--- config.mk ---
export PLATFORM = sky130hd
export DESIGN_NAME = ysyx_050518_mem_arbiter
export DESIGN_NICKNAME = d
export VERILOG_FILES = /design/src/rtl/ysyx_050518_mem_arbiter_pkg.sv /design/src/rtl/ysyx_050518_rr_arb2.sv /design/src/rtl/ysyx_050518_mem_arbiter.sv
export SDC_FILE = /design/constraint.sdc
export NUM_CORES = 1
export LEC_CHECK = 0
export CORE_AREA = 2 2 195 197
export DETAILED_ROUTE_END_ITERATION = 6
export DIE_AREA = 0 0 197 199
export GPL_TIMING_DRIVEN = 0
export PLACE_DENSITY_LB_ADDON = 0.1
export SLEW_MARGIN = 20
export SYNTH_ARGS = -nofsm -noshare
export SYNTH_HDL_FRONTEND = slang
export SYNTH_HIERARCHICAL = 1
export SYNTH_SLANG_ARGS = --single-unit
--- constraint.sdc ---
create_clock -name clk -period 3.3 [get_ports clk]
set_input_delay 0.66 -clock clk [delete_from_list [all_inputs] [get_ports clk]]
set_output_delay 0.66 -clock clk [all_outputs]
set_load 0.005 [all_outputs]
--- src/rtl/ysyx_050518_mem_arbiter_pkg.sv ---
// rtl/ysyx_050518_mem_arbiter_pkg.sv - shared types and constants for the IFU/LSU memory arbiter
package ysyx_050518_mem_arbiter_pkg;

  typedef enum logic [1:0] {
    IDLE  = 2'd0,
    ISSUE = 2'd1,
    WAIT  = 2'd2,
    RESP  = 2'd3
  } arb_state_e;

  // The owner encoding doubles as the bit index into the arbiter req/gnt vectors.
  typedef enum logic {
    OWN_IFU = 1'b0,
    OWN_LSU = 1'b1
  } owner_e;

  localparam logic [2:0] IFU_SIZE = 3'b010;

endpackage

--- src/rtl/ysyx_050518_rr_arb2.sv ---
// rtl/ysyx_050518_rr_arb2.sv - combinational two-way round-robin grant (bit 0 = IFU, bit 1 = LSU)
module ysyx_050518_rr_arb2
  import ysyx_050518_mem_arbiter_pkg::*;
(
  input  logic [1:0] req,
  input  owner_e     last_grant,
  output logic [1:0] gnt
);

  always_comb begin
    gnt = req;
    // On contention the requester that did not win last time goes first.
    if (req == 2'b11) begin
      gnt = (last_grant == OWN_IFU) ? 2'b10 : 2'b01;
    end
  end

endmodule

--- src/rtl/ysyx_050518_mem_arbiter.sv ---
// rtl/ysyx_050518_mem_arbiter.sv - single-outstanding IFU/LSU arbiter for the shared memory bus
// Optional response timeout with bus_err: define YSYX_050518_MEM_ARB_TIMEOUT_EN.
module ysyx_050518_mem_arbiter
  import ysyx_050518_mem_arbiter_pkg::*;
#(
  parameter int ADDR_W         = 64,
  parameter int DATA_W         = 64,
  parameter int TIMEOUT_CYCLES = 255
) (
  input  logic              clk,
  input  logic              rst,
  input  logic              ifu_req,
  input  logic [ADDR_W-1:0] ifu_addr,
  output logic              ifu_ready,
  output logic              ifu_rvalid,
  output logic [31:0]       ifu_rdata,
  input  logic              lsu_req,
  input  logic              lsu_write,
  input  logic [ADDR_W-1:0] lsu_addr,
  input  logic [DATA_W-1:0] lsu_wdata,
  input  logic [2:0]        lsu_size,
  output logic              lsu_ready,
  output logic              lsu_rvalid,
  output logic [DATA_W-1:0] lsu_rdata,
  output logic              bus_valid,
  output logic              bus_write,
  output logic [ADDR_W-1:0] bus_addr,
  output logic [DATA_W-1:0] bus_wdata,
  output logic [2:0]        bus_size,
  input  logic              bus_ready,
  input  logic              bus_rvalid,
  input  logic [DATA_W-1:0] bus_rdata,
  output logic              bus_err
);

  arb_state_e        state_q, state_d;
  owner_e            owner_q, last_grant_q;
  logic [ADDR_W-1:0] addr_q;
  logic [DATA_W-1:0] wdata_q, rdata_q;
  logic [2:0]        size_q;
  logic              write_q;
  logic [1:0]        gnt;
  logic              capture;
  logic              timeout;
  logic              timeout_hit;

  ysyx_050518_rr_arb2 u_rr_arb2 (
    .req        ({lsu_req, ifu_req}),
    .last_grant (last_grant_q),
    .gnt        (gnt)
  );

`ifdef YSYX_050518_MEM_ARB_TIMEOUT_EN
  localparam int CNT_W = ($clog2(TIMEOUT_CYCLES + 1) > 8) ? $clog2(TIMEOUT_CYCLES + 1) : 8;

  logic [CNT_W-1:0] cnt_q;
  logic             err_q;

  assign timeout = (cnt_q == CNT_W'(TIMEOUT_CYCLES - 1));
  assign bus_err = err_q;

  // Restarts on every state change so ISSUE and WAIT each get the full budget.
  always_ff @(posedge clk) begin
    if (rst || (state_d != state_q) || !(state_q inside {ISSUE, WAIT})) begin
      cnt_q <= '0;
    end else begin
      cnt_q <= cnt_q + 1'b1;
    end
    err_q <= !rst && timeout_hit;
  end
`else
  assign timeout = 1'b0;
  assign bus_err = 1'b0;
  if (TIMEOUT_CYCLES < 1) begin : g_timeout_unused
  end
`endif

  always_comb begin
    state_d   = state_q;
    ifu_ready = 1'b0;
    lsu_ready = 1'b0;
    capture   = 1'b0;
    unique case (state_q)
      IDLE: begin
        if (!rst && (gnt != 2'b00)) begin
          ifu_ready = gnt[OWN_IFU];
          lsu_ready = gnt[OWN_LSU];
          state_d   = ISSUE;
        end
      end
      ISSUE: begin
        if (bus_ready && bus_rvalid) begin
          capture = 1'b1;
          state_d = RESP;
        end else if (bus_ready) begin
          state_d = WAIT;
        end else if (timeout) begin
          state_d = RESP;
        end
      end
      WAIT: begin
        if (bus_rvalid) begin
          capture = 1'b1;
          state_d = RESP;
        end else if (timeout) begin
          state_d = RESP;
        end
      end
      RESP: state_d = IDLE;
    endcase
  end

  assign timeout_hit = (state_q inside {ISSUE, WAIT}) && (state_d == RESP) && !capture;

  always_ff @(posedge clk) begin
    if (rst) begin
      state_q      <= IDLE;
      owner_q      <= OWN_LSU;
      last_grant_q <= OWN_IFU;
      addr_q       <= '0;
      write_q      <= 1'b0;
      wdata_q      <= '0;
      size_q       <= '0;
      rdata_q      <= '0;
    end else begin
      state_q <= state_d;
      if (ifu_ready || lsu_ready) begin
        owner_q      <= lsu_ready ? OWN_LSU : OWN_IFU;
        last_grant_q <= lsu_ready ? OWN_LSU : OWN_IFU;
        addr_q       <= lsu_ready ? lsu_addr : ifu_addr;
        write_q      <= lsu_ready && lsu_write;
        wdata_q      <= lsu_ready ? lsu_wdata : '0;
        size_q       <= lsu_ready ? lsu_size : IFU_SIZE;
      end
      // Store acks and timeouts both return zero data.
      if ((state_d == RESP) && (state_q != RESP)) begin
        rdata_q <= (capture && !write_q) ? bus_rdata : '0;
      end
    end
  end

  assign bus_valid  = (state_q == ISSUE);
  assign bus_write  = write_q;
  assign bus_addr   = addr_q;
  assign bus_wdata  = wdata_q;
  assign bus_size   = size_q;
  assign ifu_rvalid = (state_q == RESP) && (owner_q == OWN_IFU);
  assign lsu_rvalid = (state_q == RESP) && (owner_q == OWN_LSU);
  assign ifu_rdata  = ifu_rvalid ? rdata_q[31:0] : 32'd0;
  assign lsu_rdata  = lsu_rvalid ? rdata_q : '0;

endmodule

**Yosys cells after proc, flatten, opt, wreduce, memory -nomap -nowiden**

Index checks and enable logic that the tools add are counted.

- Output and inout bits: 234
- Flip-flop bits (word level): 200

- Bitwise operators: 1
- Muxes and demuxes: 21
- Reduce and logical (&&, ||, !) cells: 12
- Equal/unequal tests: 6

Operators by type and width:

| operator | count |
|---|---|
| 64-bit two-way mux | 4 |
| 32-bit two-way mux | 1 |
| 2-bit two-way mux | 6 |
| 2-bit equality test (second input constant) | 4 |
| 2-bit case mux with 4 select lines | 1 |
| 1-bit logical AND | 7 |
| 1-bit two-way mux | 7 |
| 3-bit two-way mux | 1 |
| 2-bit by 1-bit equality test with 1-bit output (second input constant) | 1 |
| 1-bit zero test | 2 |
| 2-bit zero test | 1 |
| 2-bit inequality test (second input constant) | 1 |
| 1-bit case mux with 2 select lines | 1 |
| 2-bit nonzero test | 1 |
| 1-bit logical OR | 1 |
| 1-bit NOT | 1 |

**Depth between registers and ports, before layout**

- Depth after elaboration: 8
- Mapped depth: 9
- Mapped depth without buffers: 7

**Cells and area by module**

Netlist, hierarchy kept.

By module, submodules not included:

| module | times used | cells an instance | area an instance (µm²) |
|---|---|---|---|
| ysyx_050518_mem_arbiter | 1 | 1006 | 8667.1 |
| ysyx_050518_rr_arb2 | 1 | 3 | 18.8 |

**Worst setup path before layout**

Ideal clock, no wire load.

- Path type: input -> output
- Start point: in lsu_req
- End point: out lsu_ready
- Buffers on the path: 2
- Setup slack: 977 ps
- Arrival: 1663 ps
- Data required time: 2640 ps
- Stages: 5
- Cell sequence: a21boi_0 > nand3b_4 > inv_2 > buf_2 > buf_1

- Word-level cells in the longest chain between the ends: 6

RTL lines:

| item | RTL line | RTL |
|---|---|---|
| start, declared | ysyx_050518_mem_arbiter.sv:17 | `input logic lsu_req,` |
| 2-bit equality test | ysyx_050518_rr_arb2.sv:13 | `if (req == 2'b11) begin` |
| 2-bit two-way mux (*) | ysyx_050518_rr_arb2.sv:13 |  |
| 2-bit nonzero test | ysyx_050518_mem_arbiter.sv:85 | `if (!rst && (gnt != 2'b00)) begin` |
| 1-bit logical AND | ysyx_050518_mem_arbiter.sv:85 |  |
| 1-bit two-way mux (*) | ysyx_050518_mem_arbiter.sv:85 |  |
| 1-bit two-way mux (*) | ysyx_050518_mem_arbiter.sv:83 | `unique case (state_q)` |
| end, declared | ysyx_050518_mem_arbiter.sv:22 | `output logic lsu_ready,` |

Every way passes the cells marked *; elsewhere a longest branch is shown, timed or not.

**Worst setup path in the final report**

- Start point: in lsu_req
- End point: out lsu_ready

- Word-level cells in the longest chain between the ends: 6

RTL lines:

| item | RTL line | RTL |
|---|---|---|
| 2-bit equality test | ysyx_050518_rr_arb2.sv:13 |  |
| 2-bit two-way mux (*) | ysyx_050518_rr_arb2.sv:13 |  |
| net gnt[1] | ysyx_050518_mem_arbiter.sv:42 | `logic [1:0] gnt;` |
| 2-bit nonzero test | ysyx_050518_mem_arbiter.sv:85 |  |
| 1-bit logical AND | ysyx_050518_mem_arbiter.sv:85 |  |
| 1-bit two-way mux (*) | ysyx_050518_mem_arbiter.sv:85 |  |
| 1-bit two-way mux (*) | ysyx_050518_mem_arbiter.sv:83 |  |

Mark *: on every way through the listed nets, which the timed path passes. The rest lies on a longest branch.

==> results.toml <==
[synthesis]
yosys-top-cells-area = "dfxtp_1 (46%), nand2_1 (8.4%), mux2i_1 (7.4%)"
synth_warnings = 6
ys_seq_area_share_pct = 46.10
syn_nets = 1279
synth_largest_area_cell = "dfxtp_1"
synthTopCellsByCount = "dfxtp_1 (200), nand2_1 (194), nor2_1 (133)"
yosys.cell_types.count = 36
yosysMostFrequentCell = "dfxtp_1"
syn_area_per_cell_um2 = 8.608
synth-seq-cells = 200
synth_edf_count = 0
syn_inst = 1009
synth_top_area_share_pct = 46.10
synthArstFlopShare_pct = 0
synth_area_um2 = 8686
synth_flop_cell = "dfxtp_1"

[die]
ios = 500
start_util_pct = 23.39
die_x_um = 197
floorplan.die_area_um2 = 39200
chipHeight_um = 199
rows = 71
core-area_um2 = 37130

[cells_and_area]
area_delta_synth_final_pct = 71.72
layout-drive-gt1-share_pct = 5.072
layout.nets = 1795
design_area_um2 = 14920

[worst_setup_path]
critPathLaunchType = "input pin"
path_cells = "clkdlybuf4s50_1 > a21boi_1 > nand3b_4 > clkinv_2 > buf_8 > clkdlybuf4s50_1"
cp.depth = 6
critPathArrivalTime_ns = 2.49
cp_common_cell = "clkdlybuf4s50_1"
cp_max_fo = 19
worstRegToRegCells = 9
end_kind = "primary output"
cp.required_ns = 2.64
path_delay_family = "buffers and inverters"
slowest_stage = "clkdlybuf4s50_1"
cpPeakStageDelay_ns = 0.57
worstPathBufferInverterCount = 4
worstSetupPathType = "in -> out"

[clock_network]
clock-root-buffer = "clkbuf_16"
h-tree-depth = 4
cts_tree = "yes"
clk_pin_slew_ns = 0.08
clock_path_buffers = 2
postCtsHoldBufs = 0
worst_skew_pair.late_latency_ns = 0.46
clock-sinks = 200
cts_buffers = 17

[global_routing]
grt_pass1_wl_um = 55510
grt_pass1_vias = 9069
grt.overflow.total = 0
grt_usage_pct = 18.86
grt_max_degree = 20
antenna_found_initial = 4

[status]
status = "finished, final reports clean"

[sta]
hold_slack_ns = 0.4709
rsz0062_at_grt = "false"
tightest_slew_ns = 0.7179
setup_viol = 0
layout_setup_ws_ns = 0.1462
min_period_ns = 3.154
slew_viol_final = 0
clock_skew_ns = 0.009888
clock.fmax_mhz = 317.1
finalHoldViolations = 0
fin_crit_sh_pct = 95.57
timing.slew.headroom_pct = 51.78

[routing]
wirelength_um = 38270
drt-vias-per-instance = 4.497
first_pass_iters = 5
drcViolationCount = 0
avgRoutedWirePerCell_um = 18.99
drtIter0Drc = 365
vias = 9061
ant_nets = 0

[hold_path]
min_path_cells = 2
hp-class = "reg -> reg"

[pwr]
p_int_uw = 4592
vdd_drop_max_mv = 0.3637
power.density_nw_per_um2 = 429.3
p_clk_share_pct = 35.7
pwr-share-comb_pct = 22.5
p_leak_uw = 0.005487
p_seq_share_pct = 41.8
switching_power_uw = 1811
swShare_pct = 28.29

[flow_run]
maxCapViolCount = 0

[placed_design]
placed_area_um2 = 14260
place_hpwl_um = 29670
gp_congestion = 0.7913
io_buffers = 498
pre_cts_ws_ns = -0.6496
-- registers in the layout, indices dropped and copies added, names as in the netlist --
register,count
bus_addr,64
bus_wdata,64
rdata_q,64
bus_size,3
state_q,2
bus_write,1
last_grant_q,1
owner_q,1
-- layout by cell type (no fill, tap or decap), types with 2 or more instances in the layout --
cell type        synthesis  final
clkdlybuf4s50_1          0    498
dfxtp_1                200    200
nand2_1                194    194
nor2_1                 133    133
a22oi_1                 67     67
nand2b_1                65     65
and3_1                  64     64
a311oi_1                64     64
mux2i_1                 64     64
clkbuf_1                56     47
and2_1                  33     33
buf_2                   21     20
clkbuf_16                0     17
buf_1                   10      9
clkbuf_2                 0      8
buf_12                   6      6
inv_6                    0      6
inv_1                    4      4
ha_1                     4      4
diode_2                  0      3
clkinv_2                 0      3
o21ai_0                  3      3
bufinv_16                0      3
clkinv_4                 0      3
a21boi_1                 1      2
-- repair_timing --
item / 4_1_cts / 5_1_grt
buffers inserted: 0 / 0
pin swaps: 0 / 0
endpoints found under the setup margin: 81 / 63
gates resized for setup: 9 / 14
-- per-layer routing --
| layer | vias up | share of wire, % | GRT usage (%) | routed length (um) |
|---|---|---|---|---|
| met5 | - | 0.034 | 0 | 13 |
| met4 | 2 | 1.7 | 5.904 | 641 |
| met3 | 31 | 8.3 | 6.935 | 3177 |
| met2 | 315 | 49 | 32.39 | 18730 |
| met1 | 4234 | 41 | 21.80 | 15700 |
| li1 | 4479 | - | - | - |
-- through the flow --
step / instances / utilization [%] / TNS, ns / total power, uW
final: 2015 / 40.17 / 0 / 6404
after global routing: 2015 / 40.17 / 0 / 6733
after CTS: 2012 / 40.11 / 0 / 6504
after detailed placement: 1981 / 38.41 / -2.126 / 4184
after global placement: 1981 / 38.41 / -2.187 / 4183
after floorplan: 1009 / - / 0 / 3288
-- path summary, 6_finish.rpt --
path	from	to	slack, ns
max reg2reg	state_q[0]$_SDFF_PP0_	bus_wdata[50]$_SDFFE_PP0P_	0.93
min reg2reg	rdata_q[60]$_SDFFE_PP0P_	rdata_q[60]$_SDFFE_PP0P_	0.47
min	rdata_q[60]$_SDFFE_PP0P_	rdata_q[60]$_SDFFE_PP0P_	0.47
max	lsu_req	lsu_ready	0.15
-- power groups by stage --
stage	Sequential [uW]	Combinational (uW)	Clock, uW
after CTS	2680	1460	2360
after global placement	2730	1460	0
after global routing	2700	1580	2460
after detailed placement	2730	1450	0
after floorplan	2730	554	0
final	2680	1440	2280
-- tightest hold or removal path, cell delays in order, from the launching register on --
cell      delay, ns
dfxtp_1        0.31
nand2b_1       0.06
mux2i_1        0.06
-- cells by family (layout without fill, tap and decap cells) --
family | count (synthesis) | in the layout | share of synthesized area (%)
multiplexers | 64 | 64 | 7.375
AND/OR/NAND/NOR | 498 | 498 | 26.89
flip-flops | 200 | 200 | 46.10
adder cells (fa/ha/maj) | 4 | 4 | 0.5762
AO/OA/AOI/OAI | 142 | 142 | 13.14
other | 1 | 4 | 0.04317
buffers and inverters | 100 | 629 | 5.877
-- final cells by class --
type,count,area [um2]
Fill cell,3815,22220
Timing Repair Buffer,498,4985
Multi-Input combinational cell,709,4179
Sequential cell,200,4004
Tap cell,474,593.1
Buffer,94,511.7
Clock buffer,17,425.4
Clock inverter,15,190.2
Inverter,5,20.02
Antenna cell,3,7.507
Power figures use the tool's default switching activity.
